==> config.mk <==
export PLATFORM = sky130hd
export DESIGN_NAME = pwl_coef_loader
export DESIGN_NICKNAME = d
export VERILOG_FILES = /design/src/rtl/pwl_coef_loader.sv
export SDC_FILE = /design/constraint.sdc
export NUM_CORES = 1
export LEC_CHECK = 0
export ABC_AREA = 1
export BUFFER_PORTS_ARGS = -buffer_cell sky130_fd_sc_hd__buf_2
export CAP_MARGIN = 20
export CORE_MARGIN = 4
export CORE_UTILIZATION = 53
export CTS_CLUSTER_DIAMETER = 40
export CTS_CLUSTER_SIZE = 24
export DETAILED_ROUTE_END_ITERATION = 7
export PLACE_DENSITY_LB_ADDON = 0.15
export RECOVER_POWER = 50
export SLEW_MARGIN = 30
export SYNTH_ARGS = -nofsm -noshare
export SYNTH_HDL_FRONTEND = slang
export SYNTH_SLANG_ARGS = --single-unit
==> constraint.sdc <==
create_clock -name clk -period 3.7 [get_ports clk]
set_input_delay 0.555 -clock clk [delete_from_list [all_inputs] [get_ports clk]]
set_output_delay 0.555 -clock clk [all_outputs]
set_load 0.02 [all_outputs]
==> src/rtl/pwl_coef_loader.sv <==
// rtl/pwl_coef_loader.sv - streams k/b coefficient pairs into a PWL evaluator table.
// Optional checksum word after the table: enable with `define PWL_LOADER_CKSUM_EN.
module pwl_coef_loader #(
  parameter int U       = 8,
  parameter int K_WIDTH = 16,
  parameter int B_WIDTH = 16
) (
  input  logic                                                 clk,
  input  logic                                                 rst,
  input  logic                                                 start,
  input  logic                                                 in_valid,
  input  logic [((K_WIDTH > B_WIDTH) ? K_WIDTH : B_WIDTH)-1:0] in_data,
  output logic                                                 in_ready,
  output logic                                                 wr_en,
  output logic [U-1:0]                                         wr_addr,
  output logic [K_WIDTH+B_WIDTH-1:0]                           wr_data,
  output logic                                                 busy,
  output logic                                                 done,
  output logic                                                 cksum_err
);

  localparam int DW = (K_WIDTH > B_WIDTH) ? K_WIDTH : B_WIDTH;

  typedef enum logic [2:0] {
    IDLE  = 3'd0,
    GET_K = 3'd1,
    GET_B = 3'd2,
    WRITE = 3'd3,
`ifdef PWL_LOADER_CKSUM_EN
    CHECK = 3'd4,
`endif
    DONE  = 3'd5
  } state_t;

  state_t               state, state_nx;
  logic [U-1:0]         cnt;
  logic [K_WIDTH-1:0]   k_reg;
  logic [B_WIDTH-1:0]   b_reg;
  logic                 xfer;
  logic                 cnt_last;
  logic                 start_ok;

  assign xfer     = in_valid && in_ready;
  assign cnt_last = (cnt == {U{1'b1}});
  // start is only honoured when no load is running
  assign start_ok = start && ((state == IDLE) || (state == DONE));

  always_comb begin
    state_nx = state;
    case (state)
      IDLE, DONE: if (start) state_nx = GET_K;
      GET_K:      if (in_valid) state_nx = GET_B;
      GET_B:      if (in_valid) state_nx = WRITE;
      WRITE: begin
        if (!cnt_last) begin
          state_nx = GET_K;
        end else begin
`ifdef PWL_LOADER_CKSUM_EN
          state_nx = CHECK;
`else
          state_nx = DONE;
`endif
        end
      end
`ifdef PWL_LOADER_CKSUM_EN
      CHECK:      if (in_valid) state_nx = DONE;
`endif
      default:    state_nx = IDLE;
    endcase
  end

  always_comb begin
    in_ready = 1'b0;
    case (state)
      GET_K, GET_B: in_ready = 1'b1;
`ifdef PWL_LOADER_CKSUM_EN
      CHECK:        in_ready = 1'b1;
`endif
      default:      in_ready = 1'b0;
    endcase
  end

  assign wr_en   = (state == WRITE);
  assign wr_addr = cnt;
  assign wr_data = {k_reg, b_reg};
  assign busy    = (state != IDLE) && (state != DONE);
  assign done    = (state == DONE);

  always_ff @(posedge clk) begin
    if (rst) begin
      state <= IDLE;
      cnt   <= '0;
      k_reg <= '0;
      b_reg <= '0;
    end else begin
      state <= state_nx;
      if (start_ok) cnt <= '0;
      if ((state == GET_K) && xfer) k_reg <= in_data[K_WIDTH-1:0];
      if ((state == GET_B) && xfer) b_reg <= in_data[B_WIDTH-1:0];
      // hold at the last index so the counter can never wrap
      if ((state == WRITE) && !cnt_last) cnt <= cnt + U'(1);
    end
  end

`ifdef PWL_LOADER_CKSUM_EN
  localparam int KT = (K_WIDTH < 16) ? K_WIDTH : 16;
  localparam int BT = (B_WIDTH < 16) ? B_WIDTH : 16;
  localparam int CT = (DW < 16) ? DW : 16;

  logic [15:0] sum;
  logic [15:0] k16, b16, c16;
  logic        err;

  assign k16 = 16'(in_data[KT-1:0]);
  assign b16 = 16'(in_data[BT-1:0]);
  assign c16 = 16'(in_data[CT-1:0]);

  always_ff @(posedge clk) begin
    if (rst) begin
      sum <= '0;
      err <= 1'b0;
    end else if (start_ok) begin
      sum <= '0;
      err <= 1'b0;
    end else if (xfer) begin
      case (state)
        GET_K:   sum <= sum + k16;
        GET_B:   sum <= sum + b16;
        CHECK:   err <= (c16 != sum);
        default: sum <= sum;
      endcase
    end
  end

  assign cksum_err = err;
`else
  assign cksum_err = 1'b0;
`endif

endmodule

# Yosys cells after proc, flatten, opt, wreduce, memory -nomap -nowiden
# Index checks and enable logic that the tools add are counted.
[word_totals] register_bits=43 latch_bits=0 ram_bits=0 rom_bits=0 input_bits=20 output_inout_bits=45 wordCells=36 memories=0
[classes] addsub=1 multipliers=0 div=0 magnitude_cmp=0 eq_ne=9 n_shift=0 n_mux=8 n_bitwise=0 n_reduce_logical=14
[ops] operator="$mux 8" count=2
[ops] operator="$mux 3" count=4
[ops] operator="$pmux 3 s4" count=1
[ops] operator="$add 8x1->8 const B" count=1
[ops] operator="$eq 8x8->1 const B" count=1
[ops] operator="$eq 3x2->1 const B" count=2
[ops] operator="$logic_and 1x1->1" count=6
[ops] operator="$ne 2x2->1 const B" count=3
[ops] operator="$reduce_or 2->1" count=2
[ops] operator="$eq 3x1->1 const B" count=1
[ops] operator="$eq 3x3->1 const B" count=1
[ops] operator="$logic_not 3->1" count=1
[ops] operator="$ne 3x3->1 const B" count=1
[ops] operator="$reduce_and 3->1" count=1
[ops] operator="$reduce_bool 3->1" count=1
[ops] operator="$reduce_bool 2->1" count=1
[ops] operator="$logic_not 1->1" count=1
[ops] operator="$logic_or 1x1->1" count=1
[ops] operator="$mux 1" count=1

# Depth between registers and ports, before layout
[logic_depth] word_depth=5 mapped_depth=9 ltp_nobuf=9

# Worst setup path after synthesis
# OpenSTA, ideal clock, no wires.
[synth_path] path_kind="register -> output" startpoint="reg state[0]" endpoint="out done" arrival_time_ps=836 required_time_ps=3145 setup_slack_ps=2309 stages_incl_launch_ff=3 path_buffers=0 cell_sequence="dfxtp_1 -> nand2_1 -> nor2_1"
[synth_via] elab_chain_len=1
[synth_rtl] item="start, declared" line_no="35" source="state_t state, state_nx;"
[synth_rtl] item="start signal, assigned" line_no="96" source="state <= state_nx;"
[synth_rtl] item="$eq 3x3->1" line_no="87" source="assign done = (state == DONE);"
[synth_rtl] item="end, declared" line_no="18" source="output logic done,"
# Every way passes these cells.

# Worst setup path in the final report
[layout_path] startpoint="reg state[0]" endpoint="out busy"
[layout_via] elab_chain_len=2 word_cells_on_any_way=3 cone_classes="eq/ne (1); reduce/logical (2)"
[layout_rtl] item="$ne 3x3->1 / $reduce_bool 3->1 (equally long branches)" line_no="86" source="assign busy = (state != IDLE) && (state != DONE);"
[layout_rtl] item="$logic_and 1x1->1 (*)" line_no="86"
[layout_rtl] item="end, declared" line_no="17" source="output logic busy,"
# Mark *: on every way between the ends. The rest lies on a longest branch, timed or not.

==> impl_metrics.tcl <==
set metrics [dict create \
    power.combinational.fraction_pct 36.1 \
    synth_cells 248 \
    antenna-diode-count 0 \
    synthesized_area_per_cell_sq_um 7.52 \
    cp_data_arrival_time_ps 1300 \
    synthMuxAreaShare_pct 0 \
    cts.repair.resized 0 \
    min-delay-path-class "input port to register" \
    actual_transition_at_the_worst_max_transition_pin_ps 878 \
    fmax_mhz 539 \
    fin_crit_ps 1860 \
    final_net_count 330 \
    grt_pass1_vias 1624 \
    port-buffer-count 63 \
    final_hold_viol_count 0 \
    layout-area-overhead-vs-synth_pct 16.3 \
    synth.lib_cells_used.distinct 29 \
    syn-cell-area_sq_um 1870 \
    die_height_um 67.3 \
    leakagePower_uw 0.000945 \
    global_route.usage.total_pct 20.4 \
    worst-endpoint-required_ps 3140 \
    tritoncts "done" \
    highest_count_cells_in_the_layout_ignoring_fill_and_taps "sky130_fd_sc_hd__nor2_1, sky130_fd_sc_hd__dfxtp_1, sky130_fd_sc_hd__clkbuf_1" \
    worst_r2r_startpoint "wr_addr[0]" \
    synth_simple_gate_area_share_pct 32.3 \
    r2r_worst_path_depth 9 \
    hp-start "in_data[2]" \
    sequentialPowerShare_pct 46.4 \
    wl_per_cell_um 11.6 \
    postSynthNetCount 269 \
    drt_pre_antenna_iters 4 \
    rrSetupSlack_ps 2080 \
    pwr-share-clk_pct 17.5 \
    cp_max_fo 6 \
    dp_hpwl_um 2970 \
    finalCritPeriodShare_pct 50.2 \
    nFillCells 364 \
    hold_end "k_reg[2]" \
    start_util_pct 55.5 \
    timing.slew.headroom_pct 41.1 \
    gr-total-overflow 0 \
    core_area_sq_um 3360 \
    hold_path_depth 3 \
    post-cts-setup-buffers 0 \
    drcViolationCount 0 \
    final_antenna_net_count 0 \
    rsz0062_at_grt "no" \
    clock-sinks 43 \
    run_status "finished clean" \
    detailroute.via_count 1733 \
    share_of_synthesized_area_occupied_by_flip_flops_and_latches_pct 46.1 \
    rows 21 \
    chipWidth_um 67.3 \
    synth_adder_area_share_pct 0.671 \
    switching_power_uw 524 \
    synth_compound_gate_area_share_pct 13.0 \
    critical_r2r_capture "wr_addr[5]" \
    crit_type "register to output port" \
    post-route-worst-setup-slack_ps 1840 \
    start_kind "register" \
    dp_worst_setup_slack_ps 1850 \
    gp_routability_congestion 0.812 \
    grt_antenna_before_repair 0 \
    root_buffer "sky130_fd_sc_hd__clkbuf_4" \
    tritoncts_buffers 5 \
    detail_route.vias_per_cell 4.87 \
    cts_htree_levels 2 \
    drt_wl_total_um 4130 \
    synth_warnings 0 \
    clk_path_buf_depth 2 \
    finalSetupViolations 0 \
    top_level_ports 65 \
    power.density_nw_per_um2 583 \
    crit_path_end_kind "output port" \
    irDropWorstVdd_mv 0.315 \
    drt_iter0_drc 83 \
    drive_gt1_share_pct 18.4 \
    total_power_uw 1260 \
    path_clk_slew_ps 120 \
    tns_ps 0 \
    power_internal_uw 740 \
    fin_skew_ps 4.80 \
    postCtsHoldBufs 0 \
    clk_latency_ps 350 \
    area_enclosed_by_the_die_boundary_sq_um 4530 \
    final_common_cell "sky130_fd_sc_hd__nor2_1" \
    synth_seq_cells 43 \
    max_cap_viol_count 0 \
    grt_start_max_net_pins 40 \
    synthXorXnorAreaFrac_pct 0.469 \
    grt_pass1_wl_um 7070 \
    synth_top_family_by_area "simple AND/OR/NAND/NOR gates" \
    power.share.switching_pct 41.4 \
    slew_viol_final 0 \
]
[metal layers]
metal | vias up | routed length, um | track usage (%)
met4 | 0 | 65 | 7.59
met2 | 47 | 1970 | 34.4
met1 | 769 | 1800 | 24.8
li1 | 909 | - | -
met5 | - | 0 | 0
met3 | 8 | 301 | 5.66
[worst max-delay path by stage]
stage,startpoint,end,slack (ps)
2_1_floorplan,state[0],done,2310
3_3_place_gp,rst,wr_addr[2],1890
3_5_place_dp,rst,k_reg[6],1850
4_1_cts,state[0],busy,1820
5_1_grt,state[0],busy,1730
6_report,state[0],busy,1840
[cell families (layout without fill, tap and decap cells)]
| kind of cell | count (synthesis) | in the layout |
|---|---|---|
| and+or+nand+nor | 130 | 130 |
| AOI/OAI and AO/OA | 47 | 47 |
| other | 1 | 1 |
| adders and majority gates | 1 | 1 |
| xor gates and xnor gates | 1 | 1 |
| buffers and inverters | 25 | 87 |
| DFF | 43 | 43 |
[per-stage QoR]
stage | area [sq um] | hold slack [ps] | util, % | std cells
final | 2170 | 441 | 64.5 | 356
after global routing | 2170 | 444 | 64.5 | 356
after CTS | 2230 | 399 | 66.2 | 356
after detailed placement | 2170 | 486 | 64.6 | 348
after global placement | 2170 | 483 | 64.6 | 348
after floorplan | 1870 | 542 | - | 248
[final cells by class]
type                       count  area (sq um)  share of cell area, %
multi-input combinational    180           862                   39.7
sequential                    43           861                   39.7
timing repair buffer          63           267                   12.3
inverter                      16          68.8                   3.17
tap                           46          57.6                   2.65
clock buffer                   6          41.3                   1.90
clock inverter                 2          12.5                  0.577
[synthesized netlist by cell type, drive strengths merged]
library cell   n  area (sq um)
dfxtp         43           861
nor2          78           342
xnor2          1          8.76
nand2         38           155
conb           1          3.75
clkinv         2          13.8
o21ai         39           199
clkbuf         2          7.51
nand3         12          90.1
inv           14          55.1
nand3b         2          15.0
a21oi          8          43.8
ha             1          12.5
buf            7          58.8
[power groups by stage]
| stage | clock network, uW | registers, uW | logic (uW) |
|---|---|---|---|
| finish | 221 | 586 | 457 |
| global route | 249 | 599 | 515 |
| detailed placement | 0 | 594 | 480 |
| global placement | 0 | 594 | 471 |
| CTS | 231 | 585 | 481 |
| floorplan | 0 | 668 | 278 |
[worst max-delay path: stages (launching register included)]
cell	delay, ps
sky130_fd_sc_hd__dfxtp_1	400
sky130_fd_sc_hd__o21ai_1	310
sky130_fd_sc_hd__nand2_1	80
sky130_fd_sc_hd__buf_2	170
(Power assumes the default switching activity.)
